**config.mk**
```make
export PLATFORM = sky130hd
export DESIGN_NAME = apf_csr_responder_flat
export DESIGN_NICKNAME = d
export VERILOG_FILES = /design/src/rtl/apf_csr_pkg.sv /design/src/rtl/ofs_fim_axi_lite_if.sv /design/src/rtl/apf_csr_regfile.sv /design/src/rtl/apf_csr_responder.sv /design/src/flat_wrapper.sv
export SDC_FILE = /design/constraint.sdc
export NUM_CORES = 1
export LEC_CHECK = 0
export CAP_MARGIN = 40
export CORE_UTILIZATION = 30
export CTS_CLUSTER_DIAMETER = 120
export DETAILED_ROUTE_END_ITERATION = 10
export PLACE_DENSITY = 0.63
export SKIP_LAST_GASP = 1
export SLEW_MARGIN = 10
export SYNTH_ARGS = -nofsm -noshare
export SYNTH_HDL_FRONTEND = slang
export SYNTH_SLANG_ARGS = --single-unit
```
**constraint.sdc**
```tcl
create_clock -name clk -period 2.6 [get_ports clk]
set_input_delay 0.65 -clock clk [delete_from_list [all_inputs] [get_ports clk]]
set_output_delay 0.65 -clock clk [all_outputs]
set_load 0.01 [all_outputs]
```
**src/rtl/apf_csr_pkg.sv**
```systemverilog
// apf_csr_pkg: shared definitions for the APF CSR responder.
//   - byte offsets of the 64-bit register map
//   - AXI-Lite response codes
//   - csr_idx_e decoded register index and the address decode function
//   - per-byte write-strobe merge helper
package apf_csr_pkg;

  localparam logic [63:0] OFF_DFH     = 64'h00;
  localparam logic [63:0] OFF_SCRATCH = 64'h08;
  localparam logic [63:0] OFF_CTRL    = 64'h10;
  localparam logic [63:0] OFF_STATUS  = 64'h18;
  localparam logic [63:0] OFF_CNT     = 64'h20;

  localparam logic [1:0] RESP_OKAY   = 2'b00;
  localparam logic [1:0] RESP_SLVERR = 2'b10;

  typedef enum logic [2:0] {
    CsrDfh,
    CsrScratch,
    CsrCtrl,
    CsrStatus,
    CsrCnt,
    CsrNone
  } csr_idx_e;

  // Byte lane bits [2:0] never select a register; mask them before matching.
  function automatic csr_idx_e csr_decode(input logic [63:0] addr);
    logic [63:0] word;
    word = addr & ~64'h7;
    case (word)
      OFF_DFH:     return CsrDfh;
      OFF_SCRATCH: return CsrScratch;
      OFF_CTRL:    return CsrCtrl;
      OFF_STATUS:  return CsrStatus;
      OFF_CNT:     return CsrCnt;
      default:     return CsrNone;
    endcase
  endfunction

  function automatic logic [63:0] strb_merge(input logic [63:0] old_val,
                                             input logic [63:0] new_val,
                                             input logic [7:0]  strb);
    logic [63:0] res;
    res = old_val;
    for (int i = 0; i < 8; i++) begin
      if (strb[i]) res[8*i +: 8] = new_val[8*i +: 8];
    end
    return res;
  endfunction

endpackage

```
**src/rtl/ofs_fim_axi_lite_if.sv**
```systemverilog
// ofs_fim_axi_lite_if: AXI4-Lite link bundle (AW/W/B/AR/R).
//   slave modport  - endpoint view (responder)
//   master modport - initiator view
interface ofs_fim_axi_lite_if #(
  parameter int unsigned ADDR_W = 16,
  parameter int unsigned DATA_W = 64
);

  logic [ADDR_W-1:0]   awaddr;
  logic [2:0]          awprot;
  logic                awvalid;
  logic                awready;

  logic [DATA_W-1:0]   wdata;
  logic [DATA_W/8-1:0] wstrb;
  logic                wvalid;
  logic                wready;

  logic [1:0]          bresp;
  logic                bvalid;
  logic                bready;

  logic [ADDR_W-1:0]   araddr;
  logic [2:0]          arprot;
  logic                arvalid;
  logic                arready;

  logic [DATA_W-1:0]   rdata;
  logic [1:0]          rresp;
  logic                rvalid;
  logic                rready;

  modport slave (
    input  awaddr, awprot, awvalid, wdata, wstrb, wvalid, bready,
    input  araddr, arprot, arvalid, rready,
    output awready, wready, bresp, bvalid, arready, rdata, rresp, rvalid
  );

  modport master (
    output awaddr, awprot, awvalid, wdata, wstrb, wvalid, bready,
    output araddr, arprot, arvalid, rready,
    input  awready, wready, bresp, bvalid, arready, rdata, rresp, rvalid
  );

endinterface

```
**src/rtl/apf_csr_regfile.sv**
```systemverilog
// apf_csr_regfile: register storage for the APF CSR responder.
//   clk, rst_n      clock, async active-low reset
//   wr_en           commit strobe for one write (wr_idx/wr_data/wr_strb valid)
//   wr_cnt_inc      count one completed write response
//   rd_cnt_inc      count one completed read response
//   rd_idx/rd_data  combinational read mux
//   status_i        live status returned on STATUS reads
//   ctrl_o          CTRL register, ctrl_wr_o pulses the cycle after a CTRL commit
module apf_csr_regfile
  import apf_csr_pkg::*;
#(
  parameter logic [63:0] DFH_VALUE = 64'h3000_0000_1000_0000,
  parameter logic [63:0] CTRL_RST  = 64'h0
) (
  input  logic        clk,
  input  logic        rst_n,
  input  logic        wr_en,
  input  csr_idx_e    wr_idx,
  input  logic [63:0] wr_data,
  input  logic [7:0]  wr_strb,
  input  logic        wr_cnt_inc,
  input  logic        rd_cnt_inc,
  input  csr_idx_e    rd_idx,
  output logic [63:0] rd_data,
  input  logic [63:0] status_i,
  output logic [63:0] ctrl_o,
  output logic        ctrl_wr_o
);

  logic [63:0] scratch_q, scratch_d;
  logic [63:0] ctrl_q, ctrl_d;
  logic [31:0] wr_cnt_q, wr_cnt_d;
  logic [31:0] rd_cnt_q, rd_cnt_d;
  logic        ctrl_wr_q, ctrl_wr_d;

  always_comb begin
    scratch_d = scratch_q;
    ctrl_d    = ctrl_q;
    wr_cnt_d  = wr_cnt_q;
    rd_cnt_d  = rd_cnt_q;
    ctrl_wr_d = 1'b0;

    if (wr_cnt_inc) wr_cnt_d = wr_cnt_q + 32'd1;
    if (rd_cnt_inc) rd_cnt_d = rd_cnt_q + 32'd1;

    if (wr_en) begin
      unique case (wr_idx)
        CsrScratch: scratch_d = strb_merge(scratch_q, wr_data, wr_strb);
        CsrCtrl: begin
          ctrl_d    = strb_merge(ctrl_q, wr_data, wr_strb);
          ctrl_wr_d = 1'b1;
        end
        // Clearing overrides any same-cycle increment.
        CsrCnt: begin
          wr_cnt_d = '0;
          rd_cnt_d = '0;
        end
        default: ;
      endcase
    end
  end

  always_ff @(posedge clk or negedge rst_n) begin
    if (!rst_n) begin
      scratch_q <= '0;
      ctrl_q    <= CTRL_RST;
      wr_cnt_q  <= '0;
      rd_cnt_q  <= '0;
      ctrl_wr_q <= 1'b0;
    end else begin
      scratch_q <= scratch_d;
      ctrl_q    <= ctrl_d;
      wr_cnt_q  <= wr_cnt_d;
      rd_cnt_q  <= rd_cnt_d;
      ctrl_wr_q <= ctrl_wr_d;
    end
  end

  always_comb begin
    rd_data = '0;
    unique case (rd_idx)
      CsrDfh:     rd_data = DFH_VALUE;
      CsrScratch: rd_data = scratch_q;
      CsrCtrl:    rd_data = ctrl_q;
      CsrStatus:  rd_data = status_i;
      CsrCnt:     rd_data = {rd_cnt_q, wr_cnt_q};
      default:    rd_data = '0;
    endcase
  end

  assign ctrl_o    = ctrl_q;
  assign ctrl_wr_o = ctrl_wr_q;

endmodule

```
**src/rtl/apf_csr_responder.sv**
```systemverilog
// apf_csr_responder: AXI4-Lite endpoint terminating one APF function port with a small CSR file.
//   clk, rst_n   clock, async active-low reset
//   csr_if       AXI-Lite slave link (DATA_W=64, ADDR_W)
//   status_i     live status, returned on STATUS reads
//   ctrl_o       current CTRL register value
//   ctrl_wr_o    one-cycle pulse when CTRL is written
// This module only owns channel handshakes and holding registers; storage is in apf_csr_regfile.
module apf_csr_responder
  import apf_csr_pkg::*;
#(
  parameter int unsigned ADDR_W    = 16,
  parameter logic [63:0] DFH_VALUE = 64'h3000_0000_1000_0000,
  parameter logic [63:0] CTRL_RST  = 64'h0
) (
  input  logic              clk,
  input  logic              rst_n,
  ofs_fim_axi_lite_if.slave csr_if,
  input  logic [63:0]       status_i,
  output logic [63:0]       ctrl_o,
  output logic              ctrl_wr_o
);

  logic              aw_pend_q, aw_pend_d;
  logic [ADDR_W-1:0] aw_addr_q, aw_addr_d;
  logic              w_pend_q, w_pend_d;
  logic [63:0]       w_data_q, w_data_d;
  logic [7:0]        w_strb_q, w_strb_d;
  logic              awready_q, awready_d;
  logic              wready_q, wready_d;
  logic              bvalid_q, bvalid_d;
  logic [1:0]        bresp_q, bresp_d;
  logic              b_nocnt_q, b_nocnt_d;
  logic              arready_q, arready_d;
  logic              rvalid_q, rvalid_d;
  logic [1:0]        rresp_q, rresp_d;
  logic [63:0]       rdata_q, rdata_d;

  logic              aw_hs, w_hs, b_hs, ar_hs, r_hs, commit;
  logic [ADDR_W-1:0] wr_addr;
  logic [63:0]       wr_data;
  logic [7:0]        wr_strb;
  csr_idx_e          wr_idx, rd_idx;
  logic [63:0]       rd_data;
  logic              unused_prot;

  assign unused_prot = ^{csr_if.awprot, csr_if.arprot};

  assign aw_hs = csr_if.awvalid & awready_q;
  assign w_hs  = csr_if.wvalid & wready_q;
  assign b_hs  = bvalid_q & csr_if.bready;
  assign ar_hs = csr_if.arvalid & arready_q;
  assign r_hs  = rvalid_q & csr_if.rready;

  // A beat handshaking this cycle counts as already held, so AW+W together commit at once.
  assign commit = !bvalid_q & (aw_pend_q | aw_hs) & (w_pend_q | w_hs);

  assign wr_addr = aw_pend_q ? aw_addr_q : csr_if.awaddr;
  assign wr_data = w_pend_q ? w_data_q : csr_if.wdata;
  assign wr_strb = w_pend_q ? w_strb_q : csr_if.wstrb;

  assign wr_idx = csr_decode(64'(wr_addr));
  assign rd_idx = csr_decode(64'(csr_if.araddr));

  always_comb begin
    aw_pend_d = aw_pend_q;
    aw_addr_d = aw_addr_q;
    w_pend_d  = w_pend_q;
    w_data_d  = w_data_q;
    w_strb_d  = w_strb_q;
    bvalid_d  = bvalid_q;
    bresp_d   = bresp_q;
    b_nocnt_d = b_nocnt_q;

    if (aw_hs) begin
      aw_pend_d = 1'b1;
      aw_addr_d = csr_if.awaddr;
    end
    if (w_hs) begin
      w_pend_d = 1'b1;
      w_data_d = csr_if.wdata;
      w_strb_d = csr_if.wstrb;
    end
    if (commit) begin
      bvalid_d  = 1'b1;
      bresp_d   = (wr_idx == CsrNone) ? RESP_SLVERR : RESP_OKAY;
      // The write that clears the counters must not count itself.
      b_nocnt_d = (wr_idx == CsrCnt);
    end
    // Pends stay set while B is outstanding, which holds the readies low.
    if (b_hs) begin
      bvalid_d  = 1'b0;
      aw_pend_d = 1'b0;
      w_pend_d  = 1'b0;
      b_nocnt_d = 1'b0;
    end

    awready_d = !aw_pend_d & !bvalid_d;
    wready_d  = !w_pend_d & !bvalid_d;
  end

  always_comb begin
    rvalid_d = rvalid_q;
    rresp_d  = rresp_q;
    rdata_d  = rdata_q;

    if (ar_hs) begin
      rvalid_d = 1'b1;
      rdata_d  = rd_data;
      rresp_d  = (rd_idx == CsrNone) ? RESP_SLVERR : RESP_OKAY;
    end else if (r_hs) begin
      rvalid_d = 1'b0;
    end

    arready_d = !rvalid_d;
  end

  always_ff @(posedge clk or negedge rst_n) begin
    if (!rst_n) begin
      aw_pend_q <= 1'b0;
      aw_addr_q <= '0;
      w_pend_q  <= 1'b0;
      w_data_q  <= '0;
      w_strb_q  <= '0;
      awready_q <= 1'b0;
      wready_q  <= 1'b0;
      bvalid_q  <= 1'b0;
      bresp_q   <= RESP_OKAY;
      b_nocnt_q <= 1'b0;
      arready_q <= 1'b0;
      rvalid_q  <= 1'b0;
      rresp_q   <= RESP_OKAY;
      rdata_q   <= '0;
    end else begin
      aw_pend_q <= aw_pend_d;
      aw_addr_q <= aw_addr_d;
      w_pend_q  <= w_pend_d;
      w_data_q  <= w_data_d;
      w_strb_q  <= w_strb_d;
      awready_q <= awready_d;
      wready_q  <= wready_d;
      bvalid_q  <= bvalid_d;
      bresp_q   <= bresp_d;
      b_nocnt_q <= b_nocnt_d;
      arready_q <= arready_d;
      rvalid_q  <= rvalid_d;
      rresp_q   <= rresp_d;
      rdata_q   <= rdata_d;
    end
  end

  assign csr_if.awready = awready_q;
  assign csr_if.wready  = wready_q;
  assign csr_if.bvalid  = bvalid_q;
  assign csr_if.bresp   = bresp_q;
  assign csr_if.arready = arready_q;
  assign csr_if.rvalid  = rvalid_q;
  assign csr_if.rresp   = rresp_q;
  assign csr_if.rdata   = rdata_q;

  apf_csr_regfile #(
    .DFH_VALUE(DFH_VALUE),
    .CTRL_RST (CTRL_RST)
  ) u_regfile (
    .clk       (clk),
    .rst_n     (rst_n),
    .wr_en     (commit),
    .wr_idx    (wr_idx),
    .wr_data   (wr_data),
    .wr_strb   (wr_strb),
    .wr_cnt_inc(b_hs & !b_nocnt_q),
    .rd_cnt_inc(r_hs),
    .rd_idx    (rd_idx),
    .rd_data   (rd_data),
    .status_i  (status_i),
    .ctrl_o    (ctrl_o),
    .ctrl_wr_o (ctrl_wr_o)
  );

endmodule
```
**src/flat_wrapper.sv**
```systemverilog
// flat-port wrapper written by rule: the top's interface ports become plain ports
module apf_csr_responder_flat import apf_csr_pkg::*;
#(
  parameter int unsigned ADDR_W    = 16,
  parameter logic [63:0] DFH_VALUE = 64'h3000_0000_1000_0000,
  parameter logic [63:0] CTRL_RST  = 64'h0
)
  (clk, rst_n, status_i, ctrl_o, ctrl_wr_o, csr_if_awaddr, csr_if_awprot, csr_if_awvalid, csr_if_wdata, csr_if_wstrb, csr_if_wvalid, csr_if_bready, csr_if_araddr, csr_if_arprot, csr_if_arvalid, csr_if_rready, csr_if_awready, csr_if_wready, csr_if_bresp, csr_if_bvalid, csr_if_arready, csr_if_rdata, csr_if_rresp, csr_if_rvalid);
  ofs_fim_axi_lite_if #(.ADDR_W(ADDR_W)) csr_if_i ();
  input  logic clk;
  input  logic rst_n;
  input  logic [63:0] status_i;
  output logic [63:0] ctrl_o;
  output logic ctrl_wr_o;
  input wire logic [$bits(csr_if_i.awaddr)-1:0] csr_if_awaddr;
  input wire logic [$bits(csr_if_i.awprot)-1:0] csr_if_awprot;
  input wire logic [$bits(csr_if_i.awvalid)-1:0] csr_if_awvalid;
  input wire logic [$bits(csr_if_i.wdata)-1:0] csr_if_wdata;
  input wire logic [$bits(csr_if_i.wstrb)-1:0] csr_if_wstrb;
  input wire logic [$bits(csr_if_i.wvalid)-1:0] csr_if_wvalid;
  input wire logic [$bits(csr_if_i.bready)-1:0] csr_if_bready;
  input wire logic [$bits(csr_if_i.araddr)-1:0] csr_if_araddr;
  input wire logic [$bits(csr_if_i.arprot)-1:0] csr_if_arprot;
  input wire logic [$bits(csr_if_i.arvalid)-1:0] csr_if_arvalid;
  input wire logic [$bits(csr_if_i.rready)-1:0] csr_if_rready;
  output wire logic [$bits(csr_if_i.awready)-1:0] csr_if_awready;
  output wire logic [$bits(csr_if_i.wready)-1:0] csr_if_wready;
  output wire logic [$bits(csr_if_i.bresp)-1:0] csr_if_bresp;
  output wire logic [$bits(csr_if_i.bvalid)-1:0] csr_if_bvalid;
  output wire logic [$bits(csr_if_i.arready)-1:0] csr_if_arready;
  output wire logic [$bits(csr_if_i.rdata)-1:0] csr_if_rdata;
  output wire logic [$bits(csr_if_i.rresp)-1:0] csr_if_rresp;
  output wire logic [$bits(csr_if_i.rvalid)-1:0] csr_if_rvalid;
  assign csr_if_i.awaddr = csr_if_awaddr;
  assign csr_if_i.awprot = csr_if_awprot;
  assign csr_if_i.awvalid = csr_if_awvalid;
  assign csr_if_i.wdata = csr_if_wdata;
  assign csr_if_i.wstrb = csr_if_wstrb;
  assign csr_if_i.wvalid = csr_if_wvalid;
  assign csr_if_i.bready = csr_if_bready;
  assign csr_if_i.araddr = csr_if_araddr;
  assign csr_if_i.arprot = csr_if_arprot;
  assign csr_if_i.arvalid = csr_if_arvalid;
  assign csr_if_i.rready = csr_if_rready;
  assign csr_if_awready = csr_if_i.awready;
  assign csr_if_wready = csr_if_i.wready;
  assign csr_if_bresp = csr_if_i.bresp;
  assign csr_if_bvalid = csr_if_i.bvalid;
  assign csr_if_arready = csr_if_i.arready;
  assign csr_if_rdata = csr_if_i.rdata;
  assign csr_if_rresp = csr_if_i.rresp;
  assign csr_if_rvalid = csr_if_i.rvalid;
  apf_csr_responder #(.ADDR_W(ADDR_W), .DFH_VALUE(DFH_VALUE), .CTRL_RST(CTRL_RST)) u_core (.clk(clk), .rst_n(rst_n), .csr_if(csr_if_i), .status_i(status_i), .ctrl_o(ctrl_o), .ctrl_wr_o(ctrl_wr_o));
endmodule
```
==> results of run 1 <==
[cell families after synthesis]
kind of cell | after synthesis | synth area share
and+or+nand+nor | 308 | 0.09397
DFF | 352 | 0.5387
other | 1 | 0.0002293
AOI/OAI and AO/OA | 292 | 0.1104
adders and majority gates | 2 | 0.001530
buffers and inverters | 103 | 0.02755
xor gates and xnor gates | 54 | 0.02893
muxes | 289 | 0.1987
[synth_stat cells, types with 2 or more instances]
cell	number
nor4_1	21
o211ai_1	2
ha_1	2
mux2_1	14
nor2_4	3
nor3_1	21
buf_1	4
nor2_1	126
and2_1	6
nor4b_1	4
o21ai_0	77
nand2_1	40
a22oi_1	124
inv_1	15
nand3b_1	3
mux2i_1	5
clkbuf_1	66
mux2_2	270
and3_1	5
buf_2	3
and4_1	11
or3_1	8
xor2_1	14
nor2b_1	5
nand4_1	12
a32oi_1	2
buf_4	14
xnor2_1	40
dfrtp_1	352
a21oi_1	79
a31oi_1	2
nand3_1	32
[layout make-up]
cell class                      instances  share of cell area
Sequential cell                       352              0.3960
Multi-Input combinational cell        947              0.3228
Timing Repair Buffer                  387              0.1762
Clock buffer                           55             0.05258
Tap cell                              696             0.03914
Clock inverter                         19             0.01046
Inverter                               15            0.002530
Antenna cell                            2           0.0002249
[report_power, final]
group	switching (mW)	total, mW	internal, mW
clock	2.36	5.94	3.58
sequential	0.516	6.82	6.30
combinational	1.74	3.70	1.97
[routing by layer]
layer,track usage,vias up,wire [um]
li1,-,5806,-
met1,0.2286,6361,21330
met2,0.3072,336,24670
met3,0.04550,92,3052
met4,0.05942,8,1431
met5,0,-,50
[repair_timing]
action                                 CTS  global route
resized for setup                        0             3
endpoints found under the hold margin    0             0
setup endpoints to repair                0            64
[sequential cells by signal, indices dropped and copies added, names as in the netlist, 8 cells and up]
signal	count
u_core.aw_addr_q	13
u_core.csr_if.rdata	64
u_core.u_regfile.ctrl_o	64
u_core.u_regfile.rd_cnt_q	32
u_core.u_regfile.scratch_q	64
u_core.u_regfile.wr_cnt_q	32
u_core.w_data_q	64
u_core.w_strb_q	8
[final timing paths]
kind | to | startpoint | depth (start not counted) | slack (ns)
hold reg to reg | u_core.csr_if.rdata[60]$_DFFE_PN0P_ | u_core.csr_if.rdata[60]$_DFFE_PN0P_ | 2 | 0.49
min in group clk | u_core.csr_if.rdata[60]$_DFFE_PN0P_ | u_core.csr_if.rdata[60]$_DFFE_PN0P_ | 2 | 0.49
setup / recovery | u_core.u_regfile.scratch_q[23]$_DFFE_PN0P_ | csr_if_awaddr[4] | 8 | 0.07
hold / removal | u_core.u_regfile.ctrl_o[47]$_DFFE_PN0P_ | rst_n | 1 | 0.07
setup reg to reg | u_core.u_regfile.scratch_q[23]$_DFFE_PN0P_ | u_core.aw_pend_q$_DFF_PN0_ | 7 | 0.15
max in group asynchronous | u_core.u_regfile.ctrl_o[15]$_DFFE_PN0P_ | rst_n | 2 | 1.75
==> flow_summary.toml, run 1 <==
[status]
status = "completed"

[yosys]
yosysTopAreaCell = "dfrtp_1"
ys_async_sr_fraction = 1.000
yosysSeqAreaShare = 0.5387
synth.area.top_cells = "dfrtp_1 54%, mux2_2 19%, a22oi_1 5.7%"
synthFlopType = "dfrtp_1"
ys_seq_elements = 352
syn_avg_cell_area_um2 = 11.67
yosys_warnings = 0
ys_types = 51
synth_top_area_frac = 0.5387
netlist_area_um2 = 16350
syn_inst = 1401
synth_edf_count = 0

[drt]
remaining_drc_errors = 0
vias = 12600
antenna_left = 0
detail_route.first_pass.iterations = 5
wl_per_cell_um = 20.44
vias_per_cell = 5.096
drt_iter0_markers = 685
wirelength_um = 50540

[clock_network]
clock_sinks = 352
cts_hold_buf = 0
ctsHtreeMaxLevel = 2
post-cts-setup-buffers = 0
clk_pin_slew_worst_paths_ns = 0.06
numCtsBuffers = 41
cts_root_buf = "clkbuf_16"
cts_tree = "built"
clk_latency_ns = 0.56
cts_buffer_depth = 3

[grt]
grt_usage = 0.1825
grt_max_degree = 73
grt.overflow.total = 0
grt_pass1_wl_um = 78780
antenna_found_initial = 6
grt_pass1_vias = 13370

[timing]
maxClockFrequency_mhz = 395.5
slew_headroom = 0.6261
finalHoldViolCount = 0
rsz0062_at_grt = "false"
period_share = 0.9725
tns_ns = 0
finalWorstSetupSlack_ns = 0.07152
finalSetupViolations = 0
min_period_ns = 2.528
worst_pin_slew_ns = 0.5608
hold_ws_ns = 0.07427
drv_slew = 0
clock_skew_ns = 0.02085

[critical_path]
cp_slowest_cell = "clkdlybuf4s50_1"
path_cells = "clkdlybuf4s50_1, mux2_2, or4_1, a211o_1, buf_12, nor2b_1, buf_4, mux2_2"
crit_required_ns = 3.04
cp.arrival_ns = 2.97
crit_path_start_kind = "primary input"
crit_type = "in2reg"
cpMostUsedCell = "mux2_2"
cp_num_buf_inv = 3
cp_max_fo = 8
critPathTopFamily = "buffers and inverters"
max_stage_delay_ns = 0.43
cp-end-kind = "flop"

[cells_and_area]
instances_no_fill = 2473
final_common_cell = "dfrtp_1"
post-route-util = 0.4135
final_area_um2 = 22250
register_area_um2 = 8812
multi_input_area_um2 = 7183
layout-drive-gt1-share = 0.2490
nFillCells = 5043
areaGrowthSynthToFinish_pct = 36.09
nets = 1927
final_cell_mix = "351 x dfrtp_1, 301 x clkdlybuf4s50_1, 270 x mux2_2"

[placement]
dp_slack_ns = -0.5952
gp_congestion = 0.8115
dp_hpwl_um = 36170
io_buffers = 304
dp_cells = 2397
place_area_um2 = 20830

[floorplanning]
die_y_um = 235.5
row_count = 85
die_w_um = 235.5
die-area_um2 = 55440
core_area_um2 = 53810
initial_core_util = 0.3038
io_pins = 319

[power_and_ir_drop]
ir_worst_vdd_mv = 0.5229
power_density_nw_per_um2 = 739.8
power_mw = 16.46
power.static_leakage_nw = 9.397

[min_path]
hold_path.class = "in2async"

[flow_run]
max-cap-violations = 0
Note: power is estimated with default switching activity, not from simulation.
==> run 2: changes to the inputs <==
- CAP_MARGIN: 40 -> 5
- CTS_CLUSTER_DIAMETER: 120 -> 100
==> flow_summary.toml, run 2 (same netlist as run 1, synthesis figures left out) <==
[drt]
wirelength_um = 50590
vias_per_cell = 5.104
wl_per_cell_um = 20.49
drt_iter0_markers = 722
antenna_left = 0
detail_route.first_pass.iterations = 7
remaining_drc_errors = 0
vias = 12600

[clock_network]
cts_buffer_depth = 3
clock_sinks = 352
cts_root_buf = "clkbuf_16"
clk_latency_ns = 0.56
numCtsBuffers = 41
clk_pin_slew_worst_paths_ns = 0.06
ctsHtreeMaxLevel = 2
cts_tree = "built"

[power_and_ir_drop]
ir_worst_vdd_mv = 0.5219
clockPowerShare = 0.356
p_comb_frac = 0.227
power.static_leakage_nw = 9.378
power_density_nw_per_um2 = 735.4
power_mw = 16.33
p_int_mw = 11.70
p_switching_mw = 4.627
switching_share = 0.2833
seqPwrFrac = 0.417

[timing]
slew_headroom = 0.6203
tns_ns = 0
clock_skew_ns = 0.02041
hold_ws_ns = 0.05419
period_share = 0.9706
finalWorstSetupSlack_ns = 0.07652
worst_pin_slew_ns = 0.5695
finalSetupViolations = 0
finalHoldViolCount = 0
min_period_ns = 2.523
rsz0062_at_grt = "false"
drv_slew = 0
maxClockFrequency_mhz = 396.3

[cells_and_area]
final_cell_mix = "351 x dfrtp_1, 301 x clkdlybuf4s50_1, 270 x mux2_2"
areaGrowthSynthToFinish_pct = 35.82
nets = 1927
post-route-util = 0.4127
final_common_cell = "dfrtp_1"
nFillCells = 5030
layout-drive-gt1-share = 0.2490

[placement]
gp_congestion = 0.8115
dp_slack_ns = -0.5952
io_buffers = 304
dp_hpwl_um = 36170

[grt]
grt.overflow.total = 0
grt_pass1_wl_um = 78900
antenna_found_initial = 6
grt_max_degree = 73
grt_pass1_vias = 13360
grt_usage = 0.1832

[floorplanning]
die-area_um2 = 55440
die_w_um = 235.5
core_area_um2 = 53810
row_count = 85
die_y_um = 235.5
initial_core_util = 0.3038
io_pins = 319

[critical_path]
cp.arrival_ns = 2.97
crit_path_start_kind = "primary input"
crit_type = "in2reg"
cp_max_fo = 8
rr_startpoint = "u_core.aw_pend_q$_DFF_PN0_"
cp-end-kind = "flop"
crit_start = "csr_if_awaddr[4]"
crit_required_ns = 3.05

[status]
status = "completed"

[min_path]
hold_path.class = "in2async"

[flow_run]
max-cap-violations = 0
==> run 2: power groups by stage <==
stage | Combinational, mW | Sequential [mW] | Clock (mW)
finish | 3.70 | 6.82 | 5.82
global route | 4.02 | 6.92 | 6.19
CTS | 3.76 | 6.80 | 5.98
detailed placement | 3.74 | 6.90 | 0
global placement | 3.67 | 6.84 | 0
floorplan | 2.36 | 6.72 | 0
==> run 2: path summary, 6_finish.rpt <==
check	to	slack, ns	cells after the start
max in group asynchronous	u_core.u_regfile.scratch_q[14]$_DFFE_PN0P_	1.74	2
min in group clk	u_core.u_regfile.scratch_q[20]$_DFFE_PN0P_	0.49	1
setup / recovery	u_core.u_regfile.scratch_q[17]$_DFFE_PN0P_	0.08	8
hold / removal	u_core.u_regfile.ctrl_o[47]$_DFFE_PN0P_	0.05	1
setup reg to reg	u_core.u_regfile.scratch_q[17]$_DFFE_PN0P_	0.16	7
hold reg to reg	u_core.u_regfile.scratch_q[20]$_DFFE_PN0P_	0.49	1
==> run 2: metal layers <==
layer,routed length [um],vias to the layer above,global-route usage,share of wire
met1,21320,6364,0.2279,0.42
met5,50,-,0,0.00099
met2,24710,329,0.3086,0.49
met3,3101,88,0.04632,0.061
met4,1412,8,0.06199,0.028
li1,-,5812,-,-
==> run 2: what timing repair did <==
| action | 4_1_cts | 5_1_grt |
|---|---|---|
| setup buffers | 0 | 0 |
| resized for setup | 0 | 3 |
| endpoints found under the setup margin | 0 | 58 |
| hold buffers | 0 | 0 |
==> run 2: through the flow <==
stage / cells / instance area (um2)
floorplan: 1402 / 16350
global placement: 2397 / 20830
detailed placement: 2397 / 20830
CTS: 2467 / 22190
global route: 2468 / 22210
finish: 2469 / 22210
==> run 2: cell type report <==
| type | count | area [um2] | share of cell area |
|---|---|---|---|
| sequential | 352 | 8812 | 0.3968 |
| clock inverter | 19 | 214.0 | 0.009634 |
| tap | 696 | 870.8 | 0.03921 |
| multi-input combinational | 947 | 7183 | 0.3235 |
| clock buffer | 51 | 1145 | 0.05155 |
| inverter | 15 | 56.30 | 0.002535 |
| antenna | 2 | 5.005 | 0.0002254 |
| timing repair buffer | 387 | 3921 | 0.1766 |
==> run 2: critical path, stage by stage <==
cell and delay (ns):
clkdlybuf4s50_1 0.42, mux2_2 0.30, or4_1 0.43, a211o_1 0.28
buf_12 0.18, nor2b_1 0.15, buf_4 0.20, mux2_2 0.35
